File: config.mk
export PLATFORM = sky130hd
export DESIGN_NAME = led_sequencer
export DESIGN_NICKNAME = d
export VERILOG_FILES = /design/src/rtl/led_pkg.sv /design/src/rtl/led_sequencer.sv
export SDC_FILE = /design/constraint.sdc
export NUM_CORES = 1
export LEC_CHECK = 0
export ABC_AREA = 1
export CORE_AREA = 2 2 61 63
export DETAILED_ROUTE_END_ITERATION = 8
export DIE_AREA = 0 0 63 65
export GPL_TIMING_DRIVEN = 0
export HOLD_SLACK_MARGIN = 0.03
export PLACE_DENSITY = 0.76
export SKIP_CTS_REPAIR_TIMING = 1
export SYNTH_ARGS = -nofsm -noshare
export SYNTH_HDL_FRONTEND = slang
export SYNTH_SLANG_ARGS = --single-unit
File: constraint.sdc
create_clock -name clk -period 2.75 [get_ports clk]
set_input_delay 0.4125 -clock clk [delete_from_list [all_inputs] [get_ports clk]]
set_output_delay 0.4125 -clock clk [all_outputs]
set_load 0.005 [all_outputs]
File: src/rtl/led_pkg.sv
// Shared definitions for the LED sequencer: mode encodings and pattern helpers.
package led_pkg;

  // Widest LED bank the pattern helpers are sized for.
  localparam int MAX_LEDS = 32;

  typedef enum logic [1:0] {
    MODE_UP     = 2'd0,
    MODE_DOWN   = 2'd1,
    MODE_BOUNCE = 2'd2,
    MODE_GRAY   = 2'd3
  } mode_e;

  // Binary-reflected Gray code of a binary value.
  function automatic logic [MAX_LEDS-1:0] gray_enc(input logic [MAX_LEDS-1:0] v);
    return v ^ (v >> 1);
  endfunction

  // Single set bit at position idx.
  function automatic logic [MAX_LEDS-1:0] onehot(input logic [4:0] idx);
    return {{(MAX_LEDS-1){1'b0}}, 1'b1} << idx;
  endfunction

endpackage

File: src/rtl/led_sequencer.sv
// LED pattern sequencer: binary up/down counter, bounce scanner and Gray
// counter, advanced by divider ticks (running) or step pulses (paused).
module led_sequencer
  import led_pkg::*;
#(
  parameter int LED_COUNT  = 6,
  parameter int ACTIVE_LOW = 1
) (
  input  logic                 clk,
  input  logic                 rst,
  input  logic                 tick_i,
  input  logic                 run_i,
  input  logic                 step_i,
  input  logic                 clear_i,
  input  logic [1:0]           mode_i,
  output logic [1:0]           mode_o,
  output logic [LED_COUNT-1:0] led_o,
  output logic                 wrap_o
);

  if (LED_COUNT < 2 || LED_COUNT > MAX_LEDS) begin : g_bad_led_count
    $error("led_sequencer: LED_COUNT must be in 2..32");
  end

  localparam int PW = (LED_COUNT > 2) ? $clog2(LED_COUNT) : 1;
  localparam logic [PW-1:0]        POS_LAST = PW'(LED_COUNT - 1);
  localparam logic [PW-1:0]        POS_ONE  = PW'(1);
  localparam logic [LED_COUNT-1:0] CNT_ONE  = LED_COUNT'(1);
  localparam logic [LED_COUNT-1:0] LED_OFF  = (ACTIVE_LOW != 0) ? '1 : '0;

  logic [LED_COUNT-1:0] count_q, count_d;
  logic [PW-1:0]        pos_q, pos_d;
  logic                 dir_q, dir_d;
  mode_e                mode_q, mode_d;
  logic [LED_COUNT-1:0] led_q, led_d;
  logic                 wrap_q, wrap_d;

  logic                 adv;
  logic                 do_init;
  mode_e                init_mode;
  mode_e                req_mode;
  logic [LED_COUNT-1:0] pattern;

  // Next-state: clear beats a mode change, which beats a normal step.
  always_comb begin
    count_d   = count_q;
    pos_d     = pos_q;
    dir_d     = dir_q;
    mode_d    = mode_q;
    wrap_d    = 1'b0;
    do_init   = 1'b0;
    init_mode = mode_q;
    req_mode  = mode_e'(mode_i);
    adv       = run_i ? tick_i : step_i;

    if (clear_i) begin
      do_init = 1'b1;
    end else if (adv) begin
      if (req_mode != mode_q) begin
        mode_d    = req_mode;
        init_mode = req_mode;
        do_init   = 1'b1;
      end else begin
        unique case (mode_q)
          MODE_UP, MODE_GRAY: begin
            count_d = count_q + CNT_ONE;
            wrap_d  = &count_q;
          end
          MODE_DOWN: begin
            count_d = count_q - CNT_ONE;
            wrap_d  = ~|count_q;
          end
          MODE_BOUNCE: begin
            // Reverse at an end without dwelling there, so ends show once.
            if (!dir_q) begin
              if (pos_q == POS_LAST) begin
                dir_d = 1'b1;
                pos_d = pos_q - POS_ONE;
              end else begin
                pos_d = pos_q + POS_ONE;
              end
            end else begin
              if (pos_q == '0) begin
                dir_d = 1'b0;
                pos_d = pos_q + POS_ONE;
              end else begin
                pos_d = pos_q - POS_ONE;
              end
            end
            // Every step moves pos, so landing on 0 means 1 -> 0.
            wrap_d = (pos_d == '0);
          end
          default: ;
        endcase
      end
    end

    if (do_init) begin
      unique case (init_mode)
        MODE_UP, MODE_GRAY: count_d = '0;
        MODE_DOWN:          count_d = '1;
        MODE_BOUNCE: begin
          pos_d = '0;
          dir_d = 1'b0;
        end
        default: ;
      endcase
    end
  end

  // Display pattern derived from the post-update state.
  always_comb begin
    pattern = count_d;
    unique case (mode_d)
      MODE_UP, MODE_DOWN: pattern = count_d;
      MODE_GRAY:          pattern = LED_COUNT'(gray_enc(MAX_LEDS'(count_d)));
      MODE_BOUNCE:        pattern = LED_COUNT'(onehot(5'(pos_d)));
      default:            pattern = count_d;
    endcase
    led_d = (ACTIVE_LOW != 0) ? ~pattern : pattern;
  end

  // State and registered outputs.
  always_ff @(posedge clk or posedge rst) begin
    if (rst) begin
      count_q <= '0;
      pos_q   <= '0;
      dir_q   <= 1'b0;
      mode_q  <= MODE_UP;
      led_q   <= LED_OFF;
      wrap_q  <= 1'b0;
    end else begin
      count_q <= count_d;
      pos_q   <= pos_d;
      dir_q   <= dir_d;
      mode_q  <= mode_d;
      led_q   <= led_d;
      wrap_q  <= wrap_d;
    end
  end

  assign mode_o = mode_q;
  assign led_o  = led_q;
  assign wrap_o = wrap_q;

endmodule

==> results.cfg, run 1 <==
[setup_path]
arrival_ns = 2.50
end_kind = flip-flop
startpoint_type = flip-flop
path_max_fanout = 8
crit_required_ns = 2.99
path_class = reg -> reg

[drt]
drt-initial-drc-count = 91
post_drt_wl_per_cell_um = 10.3
vias = 1672
ant_nets = 0
drc = 0
via_per_inst = 4.85
drt-total-wl_um = 3570
first_pass_iters = 4

[timing]
rsz0062_at_grt = false
min_period_ns = 2.25
slew_headroom = 0.525
fmax_ghz = 0.444
drv_slew = 0
skew_ns = 0.00235
fin_setup_tns_ns = 0
hold_viol_final = 0
post-route-period-util = 0.819
worst_pin_slew_ns = 0.712
setup_viol = 0

[synth]
synth_area_leaders = nand2_1, dfrtp_1, dfstp_2
synth_edf_count = 0
postSynthAreaPerCell_um2 = 6.66
syn_inst = 277
synth_most_common_cell = nand2_1
synth_ff_type = dfrtp_1
ys_seq_area_frac = 0.262
ys_warn_count = 0
yosys.area.top_type_share = 0.193
synth_area_um2 = 1840
yosys-top-cells-count = nand2_1, inv_1, nand3_1, nor2_1, dfrtp_1
synth_top_area_cell = nand2_1
synth_nets = 294
async_reset_ff_frac = 1.00
synth_seq_cells = 19
synth.distinct_cells = 32

[global_route]
globalRouteTotalUtil = 0.202
grt_max_degree = 20
antenna_found_initial = 0
overflow = 0
grt_pass1_vias = 1652
grt_pass1_wl_um = 6750

[final_layout]
drive_gt1_frac = 0.168
filler_cell_count = 354
area_delta_synth_final_pct = 13.4
antenna_cells = 0
layout.cells.non_filler = 345
fin_nets = 315

[outcome]
status = finished clean

[pwr]
powerDensity_nw_per_um2 = 650
leakage_nw = 1.17
vdd_drop_max_mv = 0.378

[floorplanning]
start_util = 0.528
core_um2 = 3500
die_w_um = 63
num_rows = 22
pin_count = 17
die_h_um = 65
die_area_um2 = 4100

[cts]
insertion_delay_ns = 0.30
cts_tree = yes
cts_root_buf = clkbuf_4
clockBufferDepth = 2
clk_pin_slew_worst_paths_ns = 0.11
htreeDepth = 1
cts_buffers = 3
clock_sinks = 19

[place]
portBuffers = 16
dp.cells = 341
dp_hpwl_um = 3000
place_congestion = 0.826

[hold_path]
min_path_type = in -> async

[flow_run]
cap_violations = 0
[logic make-up after synthesis]
logic type	Yosys count	synth area share
AO/OA/AOI/OAI	17	0.0597
XOR/XNOR	3	0.0142
adder cells (fa/ha/maj)	9	0.0611
buffers and inverters	50	0.106
flip-flops	19	0.262
AND/OR/NAND/NOR	179	0.497
[path summary, 6_finish.rpt]
| check | start | endpoint | slack [ns] | cells past startpoint |
|---|---|---|---|---|
| min in group clk | dir_q | dir_q | 0.67 | 4 |
| max | mode_o[1] | led_o[2] | 0.50 | 18 |
| max reg2reg | mode_o[1] | led_o[2] | 0.50 | 18 |
| min | rst | count_q[2] | 0.51 | 2 |
| min reg2reg | dir_q | dir_q | 0.67 | 4 |
| max in group asynchronous | rst | count_q[1] | 1.79 | 2 |
[where the power goes]
| group | total, mW | switching, mW | internal (mW) |
|---|---|---|---|
| registers | 0.451 | 0.0712 | 0.379 |
| logic | 0.769 | 0.460 | 0.309 |
| clock network | 0.141 | 0.0864 | 0.0543 |
[layout make-up]
cell class	count	area, µm²	share of cell area
Inverter	49	188	0.0897
Tap cell	48	60.1	0.0287
Timing Repair Buffer	16	160	0.0766
Buffer	1	7.51	0.00359
Multi-Input combinational cell	208	1170	0.557
Sequential cell	19	483	0.231
Clock inverter	1	5.00	0.00239
Clock buffer	3	22.5	0.0108
[critical path, cell delays in order (launching register included)]
cell and delay (ns):
dfrtp_1 0.49, inv_1 0.09, ha_1 0.18, buf_4 0.16, inv_2 0.09, nand2_1 0.05
nand2_1 0.07, inv_1 0.04, ha_1 0.16, inv_1 0.06, nand2_1 0.07, nand2_1 0.07
nand2_1 0.05, nand3_1 0.08, nand2_1 0.08, a21oi_1 0.20, nand3_1 0.09, nand3_1 0.10
nand2_1 0.06
[state kept, by name, indices dropped and copies added, names as in the netlist]
signal and count:
pos_q 3, mode_o 2, wrap_o 1, count_q 6, led_o 6, dir_q 1
[layer usage]
metal / wire length [µm] / track usage
met3: 62 / 0.0104
met1: 1700 / 0.256
met4: 45 / 0.0583
met2: 1760 / 0.370
met5: 0 / 0
[layout by cell type (no fill, tap or decap), types with 2 or more instances in the layout]
| cell | Yosys | routed |
|---|---|---|
| nand3_2 | 3 | 3 |
| inv_2 | 5 | 5 |
| a21oi_2 | 2 | 2 |
| clkinv_2 | 1 | 2 |
| a21oi_1 | 5 | 5 |
| nand2_1 | 95 | 95 |
| nand3_1 | 31 | 31 |
| nand2_2 | 8 | 8 |
| nand2_4 | 8 | 8 |
| nor2_4 | 3 | 3 |
| ha_1 | 9 | 9 |
| o21ai_1 | 3 | 3 |
| inv_1 | 42 | 42 |
| dfrtp_1 | 13 | 13 |
| dfstp_2 | 6 | 6 |
| nand2_8 | 2 | 2 |
| o21ai_0 | 4 | 4 |
| xor2_1 | 2 | 2 |
| clkbuf_4 | 0 | 3 |
| nand3_4 | 2 | 2 |
| clkdlybuf4s50_1 | 0 | 16 |
| nand4_1 | 4 | 4 |
| nor2_1 | 18 | 18 |
[metrics by stage]
stage	setup WS [ns]	instance area (µm²)	power, mW	hold WS (ns)	utilization
detailed placement	0.504	2060	1.23	0.646	0.591
floorplan	0.725	1840	1.02	0.359	-
finish	0.496	2090	1.36	0.514	0.598
global placement	0.522	2060	1.21	0.627	0.591
CTS	0.487	2090	1.37	0.518	0.598
global route	0.159	2090	1.51	0.596	0.598
Note: power is estimated with default switching activity, not from simulation.
==> run 2, diff against run 1 <==
==> constraint.sdc (replaced) <==
create_clock -name clk -period 2.17 [get_ports clk]
set_input_delay 0.3255 -clock clk [delete_from_list [all_inputs] [get_ports clk]]
set_output_delay 0.3255 -clock clk [all_outputs]
set_load 0.005 [all_outputs]
==> results.cfg, run 2 (synthesized netlist as in run 1, its figures left out) <==
[timing]
hold_viol_final = 0
fin_ws_ns = 0.139
fin_setup_tns_ns = 0
drv_slew = 0
skew_ns = 0.00135
worst_pin_slew_ns = 0.712
min_period_ns = 2.03
fmax_ghz = 0.492
post-route-period-util = 0.936
setup_viol = 0
slew_headroom = 0.525

[hold_path]
min_path_type = in -> async

[setup_path]
rr_startpoint = mode_o[1]
arrival_ns = 2.27
path_max_fanout = 7
r2r-end = led_o[4]
crit_end = led_o[4]
rrSetupSlack_ns = 0.14
slowest_delay_ns = 0.43
startpoint_type = flip-flop
worst-path-stages = 18
path_class = reg -> reg
critPathBufInv = 5
path_cells = inv_2 > ha_4 > buf_6 > inv_6 > nand2_1 > nand2_1 > inv_1 > ha_2 > inv_2 > nand2_2 > nand3_2 > nand2_2 > nand2_2 > nand3_2 > a21oi_2 > nor2_1 > nor2_1 > nand2_1
crit_required_ns = 2.41
startpoint = mode_o[1]
path_delay_family = simple AND/OR/NAND/NOR gates
r2r_cells = 18
end_kind = flip-flop
cp_slowest_cell = dfrtp_2

[pwr]
power_mw = 1.85
seqPwrFrac = 0.310
vdd_drop_max_mv = 0.493
power.share.combinational = 0.594
powerDensity_nw_per_um2 = 829
netSwitchingFraction = 0.457
pwr-share-clk = 0.096
power_switching_mw = 0.845
p_int_mw = 1.00
leakage_nw = 1.22

[place]
portBuffers = 16
place_congestion = 0.826
placed_area_um2 = 2060
dp_hpwl_um = 3000
pre_cts_slack_ns = -0.0762

[floorplanning]
die_h_um = 65
die_area_um2 = 4100
die_w_um = 63
core_um2 = 3500
start_util = 0.528
pin_count = 17
num_rows = 22

[final_layout]
layout_common_cells = nand2_1, inv_1, nand3_1, nor2_1, clkdlybuf4s50_1
drive_gt1_frac = 0.252
final_cell_area_um2 = 2230
antenna_cells = 0
fin_nets = 324
final_common_cell = nand2_1
area_delta_synth_final_pct = 21.0

[flow_run]
cap_violations = 0

[cts]
clk_pin_slew_worst_paths_ns = 0.10
cts_tree = yes
clock_sinks = 19
htreeDepth = 1
clockBufferDepth = 2
cts_buffers = 3
insertion_delay_ns = 0.30
cts_root_buf = clkbuf_4

[drt]
via_per_inst = 4.90
drt-total-wl_um = 3870
drc = 0
post_drt_wl_per_cell_um = 10.9
vias = 1735
drt-initial-drc-count = 79
ant_nets = 0
first_pass_iters = 4

[global_route]
antenna_found_initial = 0
overflow = 0
grt_pass1_wl_um = 6750
grt_pass1_vias = 1652
grt_max_degree = 20
globalRouteTotalUtil = 0.202

[outcome]
status = finished clean
-- run 2: cell types whose count changed in the layout (fill, tap and decap cells not counted), moves of 3 or more --
cell     delta
nand2_1     -6
buf_4       +8
nand2_2     +6
nand3_1     -3
nand3_2     +3
-- run 2: routing by layer --
metal,global-route usage,part of all wire
met5,0,0
met4,0.0583,0.015
met3,0.0104,0.016
met2,0.370,0.50
met1,0.256,0.47
-- run 2: worst reg2reg max path, cell delays in order, from the launching register on --
cell     delay, ns
dfrtp_2       0.43
inv_2         0.07
ha_4          0.15
buf_6         0.13
inv_6         0.06
nand2_1       0.04
nand2_1       0.08
inv_1         0.05
ha_2          0.16
inv_2         0.05
nand2_2       0.06
nand3_2       0.10
nand2_2       0.06
nand2_2       0.09
nand3_2       0.08
a21oi_2       0.16
nor2_1        0.05
nor2_1        0.09
nand2_1       0.06
-- run 2: power by group through the flow --
stage	registers, mW	logic, mW	clock network, mW
floorplan	0.563	0.724	0
global placement	0.579	0.960	0
detailed placement	0.578	0.975	0
CTS	0.572	0.982	0.185
global route	0.588	1.25	0.199
finish	0.574	1.10	0.178
-- run 2: stage by stage --
stage / instances / util / hold slack [ns]
CTS: 345 / 0.598 / 0.431
global placement: 341 / 0.591 / 0.627
finish: 354 / 0.639 / 0.429
detailed placement: 341 / 0.591 / 0.646
floorplan: 277 / - / 0.272
global route: 354 / 0.639 / 0.509
-- run 2: how the worst min path moves through the flow --
stage,startpoint,endpoint,cells after the start,slack [ns]
floorplan,rst,count_q[0],1,0.27
finish,rst,count_q[3],2,0.43
CTS,rst,count_q[5],2,0.43
global placement,dir_q,dir_q,4,0.63
global route,rst,count_q[5],2,0.51
detailed placement,dir_q,dir_q,4,0.65
-- run 2: area by class of cell --
type                    instances  area, µm²
fillers                       335       1260
multi-input cells             208       1230
flip-flops and latches         19        485
repair buffers                 25        228
inverters                      49        193
well taps                      48       60.1
clock buffers                   3       22.5
plain buffers                   1       11.3
clock inverters                 1       5.00
